File: config.mk
export PLATFORM = sky130hd
export DESIGN_NAME = serial_bus_arbiter_rr
export DESIGN_NICKNAME = d
export VERILOG_FILES = /design/src/rtl/bus_pkg.sv /design/src/rtl/rr_picker.sv /design/src/rtl/serial_bus_arbiter_rr.sv
export SDC_FILE = /design/constraint.sdc
export NUM_CORES = 1
export LEC_CHECK = 0
export CORE_UTILIZATION = 40
export CTS_CLUSTER_DIAMETER = 150
export CTS_CLUSTER_SIZE = 14
export DETAILED_ROUTE_END_ITERATION = 12
export SYNTH_ARGS = -nofsm -noshare
export SYNTH_HDL_FRONTEND = slang
export SYNTH_HIERARCHICAL = 1
export SYNTH_SLANG_ARGS = --single-unit
File: constraint.sdc
create_clock -name i_clk -period 7.3 [get_ports i_clk]
set_input_delay 1.46 -clock i_clk [delete_from_list [all_inputs] [get_ports i_clk]]
set_output_delay 1.46 -clock i_clk [all_outputs]
set_load 0.05 [all_outputs]
File: src/rtl/bus_pkg.sv
// Shared definitions for the serial bus arbiter.
// Contents:
//   arb_state_e  - arbiter FSM state encoding
//   BUS_IDLE_LVL - resting level of the serial master lines
//   BUS_ACK_LVL  - level driven on a master RX line to acknowledge a grant
package bus_pkg;

  typedef enum logic [2:0] {
    StIdle,
    StAck,
    StAddr,
    StWaitSlv,
    StBusy
  } arb_state_e;

  localparam logic BUS_IDLE_LVL = 1'b1;
  localparam logic BUS_ACK_LVL  = 1'b0;

endpackage

File: src/rtl/rr_picker.sv
// Combinational round-robin picker.
// Ports:
//   i_req   - request vector, one bit per master
//   i_last  - index of the most recently granted master
//   o_gnt   - one-hot winner (all zeros when no request)
//   o_idx   - index of the winner
//   o_valid - at least one request present
// Search starts at i_last+1 and wraps modulo N_MST.
module rr_picker #(
  parameter int unsigned N_MST = 4,
  localparam int unsigned IW = $clog2(N_MST)
) (
  input  logic [N_MST-1:0] i_req,
  input  logic [IW-1:0]    i_last,
  output logic [N_MST-1:0] o_gnt,
  output logic [IW-1:0]    o_idx,
  output logic             o_valid
);

  always_comb begin
    logic          found;
    logic [IW-1:0] j;
    found = 1'b0;
    j     = '0;
    o_gnt = '0;
    o_idx = '0;
    for (int unsigned k = 1; k <= N_MST; k++) begin
      j = IW'((32'(i_last) + k) % N_MST);
      if (!found && i_req[j]) begin
        found    = 1'b1;
        o_gnt[j] = 1'b1;
        o_idx    = j;
      end
    end
    o_valid = found;
  end

endmodule

File: src/rtl/serial_bus_arbiter_rr.sv
// Round-robin arbiter for the serial bus.
// Grants one master at a time, deserialises its slave address (MSB first),
// presents it to the decoder and holds the grant until the slave responds.
// A slave that does not become ready within TIMEOUT cycles is aborted.
// Ports:
//   i_clk, i_rstn     - clock, asynchronous active-low reset
//   i_mst_tx          - master TX lines (idle 1, low in IDLE = request)
//   o_mst_rx          - master RX lines (idle 1, one-cycle low = grant ack)
//   i_slv_ready       - addressed slave accepted the transaction
//   i_slv_responded   - transaction complete
//   o_grant           - one-hot bus owner, zero when free
//   o_addr            - captured slave address
//   o_addr_rdy        - one-cycle strobe, o_addr valid
//   o_abort           - one-cycle strobe, slave timeout
module serial_bus_arbiter_rr
  import bus_pkg::*;
#(
  parameter int unsigned N_MST   = 4,
  parameter int unsigned ADDR_W  = 2,
  parameter int unsigned TIMEOUT = 255
) (
  input  logic              i_clk,
  input  logic              i_rstn,
  input  logic [N_MST-1:0]  i_mst_tx,
  output logic [N_MST-1:0]  o_mst_rx,
  input  logic              i_slv_ready,
  input  logic              i_slv_responded,
  output logic [N_MST-1:0]  o_grant,
  output logic [ADDR_W-1:0] o_addr,
  output logic              o_addr_rdy,
  output logic              o_abort
);

  localparam int unsigned IW = $clog2(N_MST);
  localparam int unsigned BW = $clog2(ADDR_W + 1);
  localparam int unsigned TW = $clog2(TIMEOUT + 1);

  arb_state_e        r_state,     w_state_next;
  logic [N_MST-1:0]  r_grant,     w_grant_next;
  logic [IW-1:0]     r_gidx,      w_gidx_next;
  logic [IW-1:0]     r_last,      w_last_next;
  logic [ADDR_W-1:0] r_shift,     w_shift_next;
  logic [ADDR_W-1:0] r_addr,      w_addr_next;
  logic              r_addr_rdy,  w_addr_rdy_next;
  logic              r_abort,     w_abort_next;
  logic [BW-1:0]     r_bit_cnt,   w_bit_cnt_next;
  logic [TW-1:0]     r_tmo_cnt,   w_tmo_cnt_next;

  logic [N_MST-1:0]  w_req;
  logic [N_MST-1:0]  w_pick_gnt;
  logic [IW-1:0]     w_pick_idx;
  logic              w_pick_valid;
  logic              w_tx_bit;
  logic [ADDR_W-1:0] w_shift_in;

  always_comb begin
    for (int i = 0; i < N_MST; i++) begin
      w_req[i] = (i_mst_tx[i] != BUS_IDLE_LVL);
    end
  end

  rr_picker #(
    .N_MST (N_MST)
  ) u_picker (
    .i_req   (w_req),
    .i_last  (r_last),
    .o_gnt   (w_pick_gnt),
    .o_idx   (w_pick_idx),
    .o_valid (w_pick_valid)
  );

  // Only the granted master's TX line feeds the shifter.
  assign w_tx_bit   = |(i_mst_tx & r_grant);
  assign w_shift_in = (r_shift << 1) | ADDR_W'(w_tx_bit);

  always_comb begin
    w_state_next    = r_state;
    w_grant_next    = r_grant;
    w_gidx_next     = r_gidx;
    w_last_next     = r_last;
    w_shift_next    = r_shift;
    w_addr_next     = r_addr;
    w_addr_rdy_next = 1'b0;
    w_abort_next    = 1'b0;
    w_bit_cnt_next  = r_bit_cnt;
    w_tmo_cnt_next  = r_tmo_cnt;

    case (r_state)
      StIdle: begin
        if (w_pick_valid) begin
          w_grant_next = w_pick_gnt;
          w_gidx_next  = w_pick_idx;
          w_state_next = StAck;
        end
      end
      StAck: begin
        w_last_next    = r_gidx;
        w_bit_cnt_next = '0;
        w_state_next   = StAddr;
      end
      StAddr: begin
        w_shift_next = w_shift_in;
        if (r_bit_cnt == BW'(ADDR_W - 1)) begin
          w_addr_next     = w_shift_in;
          w_addr_rdy_next = 1'b1;
          w_tmo_cnt_next  = '0;
          w_state_next    = StWaitSlv;
        end else begin
          w_bit_cnt_next = r_bit_cnt + BW'(1);
        end
      end
      StWaitSlv: begin
        w_tmo_cnt_next = r_tmo_cnt + TW'(1);
        // Ready wins over the terminal count.
        if (i_slv_ready) begin
          if (i_slv_responded) begin
            w_grant_next = '0;
            w_state_next = StIdle;
          end else begin
            w_state_next = StBusy;
          end
        end else if (r_tmo_cnt == TW'(TIMEOUT - 1)) begin
          w_abort_next = 1'b1;
          w_grant_next = '0;
          w_state_next = StIdle;
        end
      end
      StBusy: begin
        if (i_slv_responded) begin
          w_grant_next = '0;
          w_state_next = StIdle;
        end
      end
      default: begin
        w_grant_next = '0;
        w_state_next = StIdle;
      end
    endcase
  end

  always_ff @(posedge i_clk or negedge i_rstn) begin
    if (!i_rstn) begin
      r_state    <= StIdle;
      r_grant    <= '0;
      r_gidx     <= '0;
      r_last     <= IW'(N_MST - 1);
      r_shift    <= '0;
      r_addr     <= '0;
      r_addr_rdy <= 1'b0;
      r_abort    <= 1'b0;
      r_bit_cnt  <= '0;
      r_tmo_cnt  <= '0;
    end else begin
      r_state    <= w_state_next;
      r_grant    <= w_grant_next;
      r_gidx     <= w_gidx_next;
      r_last     <= w_last_next;
      r_shift    <= w_shift_next;
      r_addr     <= w_addr_next;
      r_addr_rdy <= w_addr_rdy_next;
      r_abort    <= w_abort_next;
      r_bit_cnt  <= w_bit_cnt_next;
      r_tmo_cnt  <= w_tmo_cnt_next;
    end
  end

  always_comb begin
    for (int i = 0; i < N_MST; i++) begin
      o_mst_rx[i] = (r_state == StAck && r_grant[i]) ? BUS_ACK_LVL : BUS_IDLE_LVL;
    end
  end

  assign o_grant    = r_grant;
  assign o_addr     = r_addr;
  assign o_addr_rdy = r_addr_rdy;
  assign o_abort    = r_abort;

endmodule

* Yosys cells after proc, flatten, opt, wreduce, memory -nomap -nowiden
Cells that the tools add are included.
** Storage, ports and cells
- Bits in registers :: 26
- Output and inout port bits :: 12
** Operators by class
- $add $sub $neg :: 6
- $lt $le $gt $ge :: 8
- Equality and inequality tests :: 11
- Mux-type cells :: 53
- Bitwise gates (word level) :: 10
- Reductions and logical operators :: 25
** Operators with widths (count)
- 4-bit two-way mux :: 8
- 1-bit two-way mux :: 21
- 3-bit two-way mux :: 6
- 4-bit case mux with 4 select lines :: 1
- 8-bit case mux with 2 select lines :: 1
- 3-bit case mux with 5 select lines :: 1
- 2-bit by 3-bit < comparator with 1-bit output, second input constant :: 4
- 4-bit OR :: 3
- 1-bit logical AND :: 11
- 2-bit two-way mux :: 5
- 8-bit by 1-bit adder with 8-bit output, second input constant :: 1
- 1-bit binary-select mux with 2-bit select :: 4
- 1-bit demux with 2-bit select :: 4
- 8-bit equality test, second input constant :: 1
- 2-bit by 1-bit greater-or-equal comparator with 1-bit output, second input constant :: 4
- 8-bit two-way mux :: 1
- 2-bit AND reduction :: 4
- 2-bit by 1-bit adder with 2-bit output, second input constant :: 3
- 3-bit by 2-bit equality test with 1-bit output, second input constant :: 2
- 2-bit != test, second input constant :: 3
- 1-bit inverter :: 5
- 2-bit adder, second input constant :: 2
- 4-bit bitwise AND :: 1
- 2-bit case mux with 2 select lines :: 1
- other kinds (13) :: 16

* Depth between registers and ports, before layout
- Depth after elaboration :: 15
- Mapped depth :: 10

* By module
Netlist, hierarchy kept.
** By module, submodules not included
- serial_bus_arbiter_rr :: times used 1, cells each 118, area an instance 1300.0 um^2
- rr_picker :: times used 1, cells each 86, area an instance 629.4 um^2

* Worst setup path before layout
Ideal clock, no wire load.
- Path kind :: input -> register
- From :: input port i_mst_tx[1]
- To :: register r_grant[0], in the netlist o_grant[0]
- Arrival :: 2985 ps
- Data required time :: 7179 ps
- Setup slack :: 4194 ps
- Cell stages on the path :: 8
- Buffers on the path :: 2
- Cells stage by stage :: inv_1 > buf_2 > mux4_2 > buf_6 > nand4_1 > o31ai_1 > a2111o_1 > a22o_1
** Between the ends
- Word-level cells in the longest chain between the ends :: 15
** RTL lines
- from (decl) :: RTL line serial_bus_arbiter_rr.sv:24 : input logic [N_MST-1:0] i_mst_tx,
- 1-bit inverter * :: RTL line serial_bus_arbiter_rr.sv:58 : w_req[i] = (i_mst_tx[i] != BUS_IDLE_LVL);
- 1-bit binary-select mux with 2-bit select :: RTL line rr_picker.sv:29 : if (!found && i_req[j]) begin
- 1-bit two-way mux (implied by the code) :: RTL line rr_picker.sv:29
- 1-bit two-way mux :: RTL line rr_picker.sv:29
- 1-bit logical NOT :: RTL line rr_picker.sv:29
- 1-bit logical AND :: RTL line rr_picker.sv:29
- 1-bit two-way mux :: RTL line rr_picker.sv:29
- 1-bit logical NOT :: RTL line rr_picker.sv:29
- 1-bit logical AND :: RTL line rr_picker.sv:29
- 1-bit two-way mux :: RTL line rr_picker.sv:29
- 1-bit logical NOT :: RTL line rr_picker.sv:29
- 1-bit logical AND :: RTL line rr_picker.sv:29
- 4-bit two-way mux * :: RTL line rr_picker.sv:29
- net w_pick_gnt[0] :: RTL line serial_bus_arbiter_rr.sv:50 : logic [N_MST-1:0] w_pick_gnt;
- 4-bit two-way mux * :: RTL line serial_bus_arbiter_rr.sv:90 : if (w_pick_valid) begin
- 4-bit case mux with 4 select lines * :: RTL line serial_bus_arbiter_rr.sv:88 : case (r_state)
- to (signal assigned) :: RTL line serial_bus_arbiter_rr.sv:155 : r_grant <= w_grant_next;
- to (decl) :: RTL line serial_bus_arbiter_rr.sv:39 : logic [N_MST-1:0] r_grant, w_grant_next;
Mark *: on every way through the listed nets, which the timed path passes. The rest lies on a longest branch. The select of a mux whose other input is x is not followed.
A chain may end at the register's enable or synchronous reset.

* Final worst setup path
- From :: register r_state[0]
- To :: output port o_mst_rx[2]
** Between the ends
- Word-level cells in the longest chain between the ends :: 3
** RTL lines
- from (decl) :: RTL line serial_bus_arbiter_rr.sv:38 : arb_state_e r_state, w_state_next;
- from (signal assigned) :: RTL line serial_bus_arbiter_rr.sv:143 : r_state <= StIdle;
- from (signal assigned) :: RTL line serial_bus_arbiter_rr.sv:154 : r_state <= w_state_next;
- 3-bit by 1-bit equality test with 1-bit output :: RTL line serial_bus_arbiter_rr.sv:169 : o_mst_rx[i] = (r_state == StAck && r_grant[i]) ? BUS_ACK_LVL : BUS_IDLE_LVL;
- 1-bit logical AND :: RTL line serial_bus_arbiter_rr.sv:169
- 1-bit two-way mux :: RTL line serial_bus_arbiter_rr.sv:169
- to (decl) :: RTL line serial_bus_arbiter_rr.sv:25 : output logic [N_MST-1:0] o_mst_rx,
Every way passes these cells.

==> results by group <==
Route
  – Routed Wire Length: 4.24 mm
  – DRC: 0
  – First-pass DRT Iterations: 4
  – Initial drt markers: 108
  – ANT nets after route: 0
  – DR WL/cell: 15.8 um
  – Vias per cell: 6.04
  – Vias: 1618

Outcome
  – Status: finished clean

Setup path
  – Family with the most delay on the worst path: buffers and inverters
  – Worst Path Arrival: 2.12 ns
  – CP Buf/Inv Count: 1
  – Max stage delay on crit path: 0.71 ns
  – CP Launch Type: register
  – Required @ worst endpoint: between 5 and 6 ns
  – Critical path class: reg -> out
  – Crit. End Element: output pin
  – Crit-path max FO: 13
  – Critical-path cell list: nor3b_4 -> nand2_1 -> clkdlybuf4s50_1
  – CP max-delay cell: clkdlybuf4s50_1

Yosys
  – Area share of fa/ha/maj cells after synthesis: 0.0713
  – Async SR Flop Fraction: 1.00
  – Warnings, synthesis: 6
  – Syn_nets: 223
  – Post-synth cell types: 47
  – Avg Synthesized Cell Area: 9.46 um2
  – Synth Area in Compound Gates: 0.244
  – Mux contribution to synthesized area: 0.0739
  – Xor/xnor cell area share of the yosys netlist: 0
  – Register area share after synthesis: 0.339
  – Cells after synthesis: 204
  – Synth Register Bits: 26
  – Number of synthesized flops with an enable pin: 0
  – Top_reg_cell synth: dfrtp_1
  – Synth Area in Simple Gates: 0.189
  – Largest family of logic cells by synthesized area: compound AO/OA/AOI/OAI gates
  – Mapped cell area: between 1500 and 2000 um2

STA
  – Final setup viols: 0
  – Hold Vio Cnt, Final: 0
  – Unrepaired setup endpoints after global routing: false
  – Max Clock Freq: roughly 0.28 GHz
  – Slew headroom: 0.591
  – Slew Viols, Final: 0
  – Worst-Margin Slew: 0.596 ns
  – Final period util: 0.490
  – Crit path time final: 3.58 ns
  – Worst Skew: 0.0116 ns
  – Total negative slack: 0 ns

Hold path
  – Worst hold path type: reg -> reg

Clocking
  – Clock buffer depth: 2
  – H-tree depth: 1
  – Post-CTS resize count: 0
  – CTS hold repair buffers: 0
  – Clk sink count: 26
  – Worst skew pair latency: about 0.28 ns
  – Clock buffer count from CTS: 3
  – Setup Fix Bufs, Post-CTS: 0
  – CTS clock-pin slew for the worst setup and hold paths: ~0.1 ns
  – Clock root cell: clkbuf_8
  – CTS tree: yes

Layout
  – Synth-to-layout area growth: 12.3%
  – Filler Cells Inserted: 445
  – Share of layout cells above drive strength 1: 0.111
  – Post-Route Utilization: 0.481
  – # diodes: 0
  – Fin nets: 236

Run
  – MaxCap Viol Count: 0

Die
  – Die area: just over 5000 um2
  – Core ar.: roughly 4500 um2
  – Initial core utilization: 0.428
  – Site row count: 24
  – Ports: 20
  – Chip width: around 71 um
  – Die height: 71.5 um

Global routing
  – Vias in the first global route: about 1500
  – Total gr overflow: 0
  – Initial antenna violation count: 0
  – Global-route wire length before repair: ~7.3 mm
  – Largest net degree at the start of global routing: 27
  – Total global-route track usage: 0.181

Pwr
  – Pleak: 0.936 nW
  – VDD IR-drop max: 246 uV
  – PwrDens: 411 nW/um2

Place
  – # port buffers: 19
  – GP Congestion: 0.928
  – HPWL Detailed: 3.05 mm
-- worst paths after layout --
kind                               from      endpoint  slack, ns  cells after the start
setup / recovery             r_state[0]   o_mst_rx[2]       3.72                      3
hold / removal             r_tmo_cnt[7]  r_tmo_cnt[7]       0.49                      1
setup reg to reg              r_last[0]    o_grant[3]       4.32                      7
hold reg to reg            r_tmo_cnt[7]  r_tmo_cnt[7]       0.49                      1
max in group asynchronous        i_rstn     r_last[0]       5.45                      2
min in group asynchronous        i_rstn    o_grant[2]       1.54                      2
-- kinds of logic after synthesis --
family	Yosys count
buf+inv	29
compound gates	65
simple gates	62
flops	26
mux	11
fa+ha+maj	11
-- cell type report --
cell class / count / area, um2 / area share
multi-input combinational: 149 / 1120 / 0.515
sequential: 26 / 653 / 0.301
timing repair buffer: 20 / 198 / 0.0912
tap: 52 / 65.1 / 0.0300
inverter: 17 / 63.8 / 0.0294
clock buffer: 3 / 41.3 / 0.0191
clock inverter: 1 / 30.0 / 0.0139
-- placed cells by master, fill, tap and decap left out, drive strengths merged, types with 4 or more instances in the layout --
master,n
dfrtp,24
clkdlybuf4s50,19
nand2,17
inv,17
o21ai,16
nor2,11
ha,11
nand4,10
a21oi,9
a31oi,8
o31ai,7
mux2,6
a22o,5
nand3,4
a2111o,4
or3,4
o211ai,4
-- cells in the mapped netlist, types with 4 or more instances --
master,number,area [um2]
a2111o_1,4,45.0
nand4_1,9,56.3
dfrtp_1,24,601
nand2_1,17,63.8
nand3_1,4,20.0
a22o_1,5,43.8
or3_1,4,25.0
a21oi_1,9,45.0
nor2_1,11,41.3
buf_6,5,56.3
a31oi_1,8,50.1
inv_1,16,60.1
o21ai_0,15,75.1
mux2_2,6,67.6
o31ai_1,7,52.6
ha_1,11,138
-- registers in the layout, indices dropped and copies added (netlist names) --
register	cells
r_last	2
r_shift	1
o_abort	1
r_state	3
r_tmo_cnt	8
o_addr_rdy	1
o_addr	2
r_bit_cnt	2
o_grant	4
r_gidx	2
-- worst reg2reg max path, cell delays in order (launching register included) --
cell and delay [ns]:
dfstp_2 0.80, inv_1 0.19, ha_1 0.57, inv_1 0.24, a31oi_1 0.39, o31ai_1 0.11
a2111o_1 0.35, a22o_1 0.21
-- where the power goes --
| part | internal (W) | switching (W) |
|---|---|---|
| sequential | 0.000196 | 0.0000854 |
| clock | 0.0000734 | 0.0000475 |
| combinational | 0.000201 | 0.000289 |
| total | 0.000470 | 0.000422 |
-- through the flow --
step           setup slack (ns)  hold WS (ns)  area, um2  total power (W)  std cells
5_1_grt                    3.56         0.521       2170         0.000966        268
3_5_place_dp               3.64         0.479       2100         0.000768        264
4_1_cts                    3.70         0.498       2170         0.000894        268
6_report                   3.72         0.493       2170         0.000892        268
3_3_place_gp               3.65         0.475       2100         0.000770        264
2_1_floorplan              4.19         0.453       1930         0.000671        204
-- routing by layer --
| layer | up-vias | wire length (um) | track usage |
|---|---|---|---|
| met2 | 56 | 1880 | 0.286 |
| met5 | - | 0 | 0 |
| met4 | 0 | 50 | 0.0349 |
| li1 | 788 | - | - |
| met1 | 770 | 2060 | 0.258 |
| met3 | 4 | 254 | 0.0380 |
(Power assumes the default switching activity.)
